[config.mk]
export PLATFORM = sky130hd
export DESIGN_NAME = crc32_lfsr_ser
export DESIGN_NICKNAME = d
export VERILOG_FILES = /design/src/rtl/crc32_pkg.sv /design/src/rtl/crc32_lfsr_ser.sv
export SDC_FILE = /design/constraint.sdc
export NUM_CORES = 1
export LEC_CHECK = 0
export ABC_AREA = 0
export CAP_MARGIN = 20
export CORE_MARGIN = 4
export CORE_UTILIZATION = 35
export CTS_BUF_LIST = sky130_fd_sc_hd__clkbuf_8
export DETAILED_ROUTE_END_ITERATION = 8
export GPL_TIMING_DRIVEN = 0
export MAX_ROUTING_LAYER = met4
export SLEW_MARGIN = 20
export SYNTH_ARGS = -nofsm -noshare
export SYNTH_HDL_FRONTEND = slang
export SYNTH_SLANG_ARGS = --single-unit
[constraint.sdc]
create_clock -name clk -period 4.1 [get_ports clk]
set_input_delay 0.82 -clock clk [delete_from_list [all_inputs] [get_ports clk]]
set_output_delay 0.82 -clock clk [all_outputs]
set_load 0.03 [all_outputs]
[src/rtl/crc32_pkg.sv]
// Shared CRC-32/MPEG-2 definitions for the serial generator and checker:
// constants, the frame state encoding and the single-bit LFSR update.
package crc32_pkg;

  localparam int              CRC_W      = 32;
  localparam logic [CRC_W-1:0] POLY_CRC32 = 32'h04C11DB7;
  localparam logic [CRC_W-1:0] INIT_CRC32 = 32'hFFFFFFFF;

  typedef enum logic [1:0] {
    IDLE  = 2'd0,
    DATA  = 2'd1,
    CHECK = 2'd2,
    DONE  = 2'd3
  } crc_state_e;

  // One MSB-first step of the unreflected CRC LFSR.
  function automatic logic [CRC_W-1:0] crc32_step(
    input logic [CRC_W-1:0] lfsr,
    input logic             din,
    input logic [CRC_W-1:0] poly = POLY_CRC32
  );
    logic fb;
    fb = lfsr[CRC_W-1] ^ din;
    return {lfsr[CRC_W-2:0], 1'b0} ^ (fb ? poly : '0);
  endfunction

endpackage

[src/rtl/crc32_lfsr_ser.sv]
// Serial CRC-32 LFSR register: init loads the seed, step absorbs one data
// bit, shift_out moves the accumulated CRC out MSB-first.
module crc32_lfsr_ser
  import crc32_pkg::*;
#(
  parameter logic [CRC_W-1:0] POLY = POLY_CRC32,
  parameter logic [CRC_W-1:0] INIT = INIT_CRC32
) (
  input  logic clk,
  input  logic rst,
  input  logic init_i,
  input  logic step_i,
  input  logic shift_out_i,
  input  logic din_i,
  output logic msb_o
);

  logic [CRC_W-1:0] lfsr_q;
  logic [CRC_W-1:0] lfsr_d;

  always_comb begin
    lfsr_d = lfsr_q;
    if (init_i) begin
      lfsr_d = INIT;
    end else if (step_i) begin
      lfsr_d = crc32_step(lfsr_q, din_i, POLY);
    end else if (shift_out_i) begin
      lfsr_d = {lfsr_q[CRC_W-2:0], 1'b0};
    end
  end

  always_ff @(posedge clk or negedge rst) begin
    if (!rst) begin
      lfsr_q <= INIT;
    end else begin
      lfsr_q <= lfsr_d;
    end
  end

  assign msb_o = lfsr_q[CRC_W-1];

endmodule

==> run summary <==
The antenna diode count is 0. In the final timing run, aggregate negative setup slack is 0 ns. In this run the worst path has a maximum fanout of 3. The worst relative slew slack was 53.69%.

The area fraction of the dominant cell type after synthesis was 49.27%; the fraction of power spent switching nets was 26.08%. After synthesis the netlist holds a flip-flop and latch count of 32. The clock arrives with 0.005122 ns of skew. From left edge to right edge, the die measures 77.83 um. Most repeated cell in the gate-level netlist after synthesis: sky130_fd_sc_hd__dfstp_2. For the final antenna-violating net count, the log shows 0.

The root buffer cell is sky130_fd_sc_hd__clkbuf_8. The largest registers in the layout are lfsr_q x32. The kind of path behind the tightest hold check was flip-flop to flip-flop. The mean post-synth cell area is 11.30 um^2. The tools report the category of the worst setup path capture point as an output pin. The logs give 0 for the global-route congestion overflow total and 0.0001132 V for the peak ir drop on the vdd network. For this block, the routed nets add up to 3407 um of wire. Entering global routing, the biggest net connects 33 pins. In the synthesized netlist the dominant register cell turns out to be sky130_fd_sc_hd__dfstp_2. The register with the most flip-flops in the layout has 32 of them. Cell internal power was estimated by the tool at 0.0004900 W. The proportion of register bits with asynchronous set or reset after synthesis was 100.0%.

Summed over all nets, the switching power comes to 0.0001728 W. For the static leakage power, the log shows 0.6852 nW. The floorplan step defined a core boundary enclosing 4723 um^2. The buffer and inverter count on the worst path came out at 1. In the post-synthesis netlist, the biggest area contributors are sky130_fd_sc_hd__dfstp_2 49%, sky130_fd_sc_hd__a21oi_2 9.2%, sky130_fd_sc_hd__mux2i_1 7.0%. The ratio of routed vias to standard cells was 5.175; the overall track demand over capacity in global routing was 12.55%. Routability-driven placement finished with a final weighted congestion of 0.7449.

After synthesis, the netlist uses 25 different library cells. The first global-routing pass estimated 5782 um of wire. Post-place setup slack: 1.725 ns. The final net count was 168; the half-perimeter wire length of the detailed placement result was 2203 um. TritonCTS built the clock tree.

Total of endpoints with negative setup slack in the final report: 0. The tools report the required time at the endpoint of the critical path as 3.28 ns. The worst path needs 2.371 ns of the cycle, external delays included. The number of pins exceeding their max-slew limit in the final report is 0. Post-CTS timing repair inserted 0 buffers for setup.

The portion of the clock cycle consumed by the worst path in the final layout is 57.84%. By count the netlist is led by 32 x sky130_fd_sc_hd__dfstp_2, 27 x sky130_fd_sc_hd__nor2_1, 18 x sky130_fd_sc_hd__a21oi_2, 12 x sky130_fd_sc_hd__mux2i_1. The largest individual stage delay along the critical path comes from the cell sky130_fd_sc_hd__clkdlybuf4s50_1.

The via count of the first global-routing pass is 1175, and the number of standard cells after synthesis is 151. The worst stage delay on the critical path is 0.69 ns. The signal on the critical path passes through clkdlybuf4s50_1. Before antenna repair, the detailed router went through 4 iterations. The clock latency reported for the late side of the worst-skew pair came out at 0.28 ns. Setup repair after global routing left no endpoint under its margin.

By startpoint and endpoint, the worst setup path is classified as flip-flop to output pin. Compared with the post-synthesis result, the final layout area differs by 11.51%. Yosys printed 0 warnings.

Static timing analysis puts the maximum clock frequency at 421.7 MHz. The cell area that synthesis handed to floorplanning was 1707 um^2. The net count after synthesis is 157, and the count of H-tree levels built during CTS is 2. For this run, the register share of the synthesized area comes to 49.27%.

In this run, CTS created clock tree buffers numbering 5. The worst-case register-to-register setup slack is 2.50 ns, and the number of rows created at floorplan is 25. The share of power burned in registers came out at 54.0%. The number of clock sinks is 32, and the total power density per cell area is 348.3 nW/um^2. Once the floorplan was initialized, standard cells occupied 36.13% of the core. The post-detailed-route wirelength per cell works out to 14.88 um. The number of synthesized flops with an enable pin was 0; the count of input and output buffers was 4. No sink is reached through more buffers than the 2 on the longest clock path.

The post-cts hold buffer count is 0, and the critical path data arrival time is 1.55 ns. Measured along the y axis, the die boundary spans 77.83 um. Cell family with the largest share of critical-path delay: buffers and inverters. The flow ran to the end, and the final reports show no timing, DRC or antenna violations. For the DRC violation total after the first TritonRoute iteration, the log shows 124. After clock tree synthesis, the clock-pin slew on the worst setup and hold paths is 0.06 ns. The type of element launching the critical path is a flip-flop. Clock power share: 33.9%. Max-cap violations in this run came to 0. For this run, design rule violations remaining after detail routing come to 0. The logs give 0 for the number of antenna violations at the first check in global routing and 6058 um^2 for the overall die area.

The tools report the number of primary I/O pins as 7. The routed layout has 1185 vias. The synthesized design spends more area on one cell type than any other, namely sky130_fd_sc_hd__dfstp_2. The number of gates resized after CTS was 0.

The hold violation total from the final report was 0; the total chip power was 0.0006628 W. At the pin with the least slew margin, the transition time is 0.6946 ns. The share of layout cells above drive strength 1 was 50.00%.

More flip-flops sit in one register than any other, and that register is lfsr_q. The worst path meets setup with 1.729 ns of slack. For the combinational group share of total power, the log shows 12.0%.
-- cells by family after synthesis --
logic type / Yosys count / synth area share (%)
mux: 12 / 7.038
xor+xnor: 1 / 0.9533
compound gates: 44 / 22.73
buf+inv: 16 / 6.232
simple gates: 46 / 13.78
flops: 32 / 49.27
-- layout by cell type (no fill, tap or decap), types with 2 or more instances in the layout --
master                            synthesis  final
sky130_fd_sc_hd__a21oi_2                 18     18
sky130_fd_sc_hd__a32oi_1                 11     11
sky130_fd_sc_hd__buf_2                    4      5
sky130_fd_sc_hd__buf_6                    5      5
sky130_fd_sc_hd__clkbuf_1                 4      4
sky130_fd_sc_hd__clkbuf_8                 0      5
sky130_fd_sc_hd__clkdlybuf4s50_1          0      3
sky130_fd_sc_hd__dfstp_2                 32     32
sky130_fd_sc_hd__inv_1                    2      3
sky130_fd_sc_hd__mux2i_1                 12     12
sky130_fd_sc_hd__nor2_1                  27     27
sky130_fd_sc_hd__nor2_2                   9      9
sky130_fd_sc_hd__nor2_4                   2      2
sky130_fd_sc_hd__nor3_1                   2      2
sky130_fd_sc_hd__o31a_1                  11     11
-- power by group through the flow --
stage | registers, W | clock network (W) | logic, W
final | 0.000358 | 0.000225 | 0.0000797
after detailed placement | 0.000362 | 0 | 0.0000802
after floorplan | 0.000359 | 0 | 0.0000580
after global placement | 0.000361 | 0 | 0.0000785
after CTS | 0.000358 | 0.000231 | 0.0000808
after global routing | 0.000361 | 0.000246 | 0.0000876
-- routing by layer --
layer  up-vias  routed length [um]  track usage [%]
li1        563                   -                -
met1       584                1482            15.40
met2        30                1694            19.69
met3         8                 151            2.204
met4         0                  78            6.584
met5         -                   0                -
-- path summary, 6_finish.rpt --
path / startpoint / end / cells past startpoint
setup / recovery: lfsr_q[31]$_DFFE_PN1P_ / msb_o / 1
max in group asynchronous: rst / lfsr_q[2]$_DFFE_PN1P_ / 1
hold / removal: lfsr_q[27]$_DFFE_PN1P_ / lfsr_q[27]$_DFFE_PN1P_ / 2
hold reg to reg: lfsr_q[27]$_DFFE_PN1P_ / lfsr_q[27]$_DFFE_PN1P_ / 2
setup reg to reg: lfsr_q[31]$_DFFE_PN1P_ / lfsr_q[1]$_DFFE_PN1P_ / 4
min in group asynchronous: rst / lfsr_q[28]$_DFFE_PN1P_ / 1
-- stage by stage --
step / hold slack [ns] / utilization, % / cell area [um^2] / instances
finish: 0.5099 / 40.29 / 1903 / 229
CTS: 0.5133 / 40.29 / 1903 / 229
global placement: 0.4964 / 38.76 / 1831 / 222
detailed placement: 0.5040 / 38.65 / 1826 / 222
floorplan: 0.4862 / - / 1707 / 151
global route: 0.5292 / 40.29 / 1903 / 229
-- layout make-up --
cell class,count,area (um^2)
Sequential cell,32,840.8
Tap cell,67,83.83
Timing Repair Buffer,4,35.03
Fill cell,471,2820
Multi-Input combinational cell,103,759.5
Clock inverter,2,8.758
Inverter,2,7.507
Buffer,14,98.84
Clock buffer,5,68.82
No activity file was read; power rests on OpenSTA's default activity.
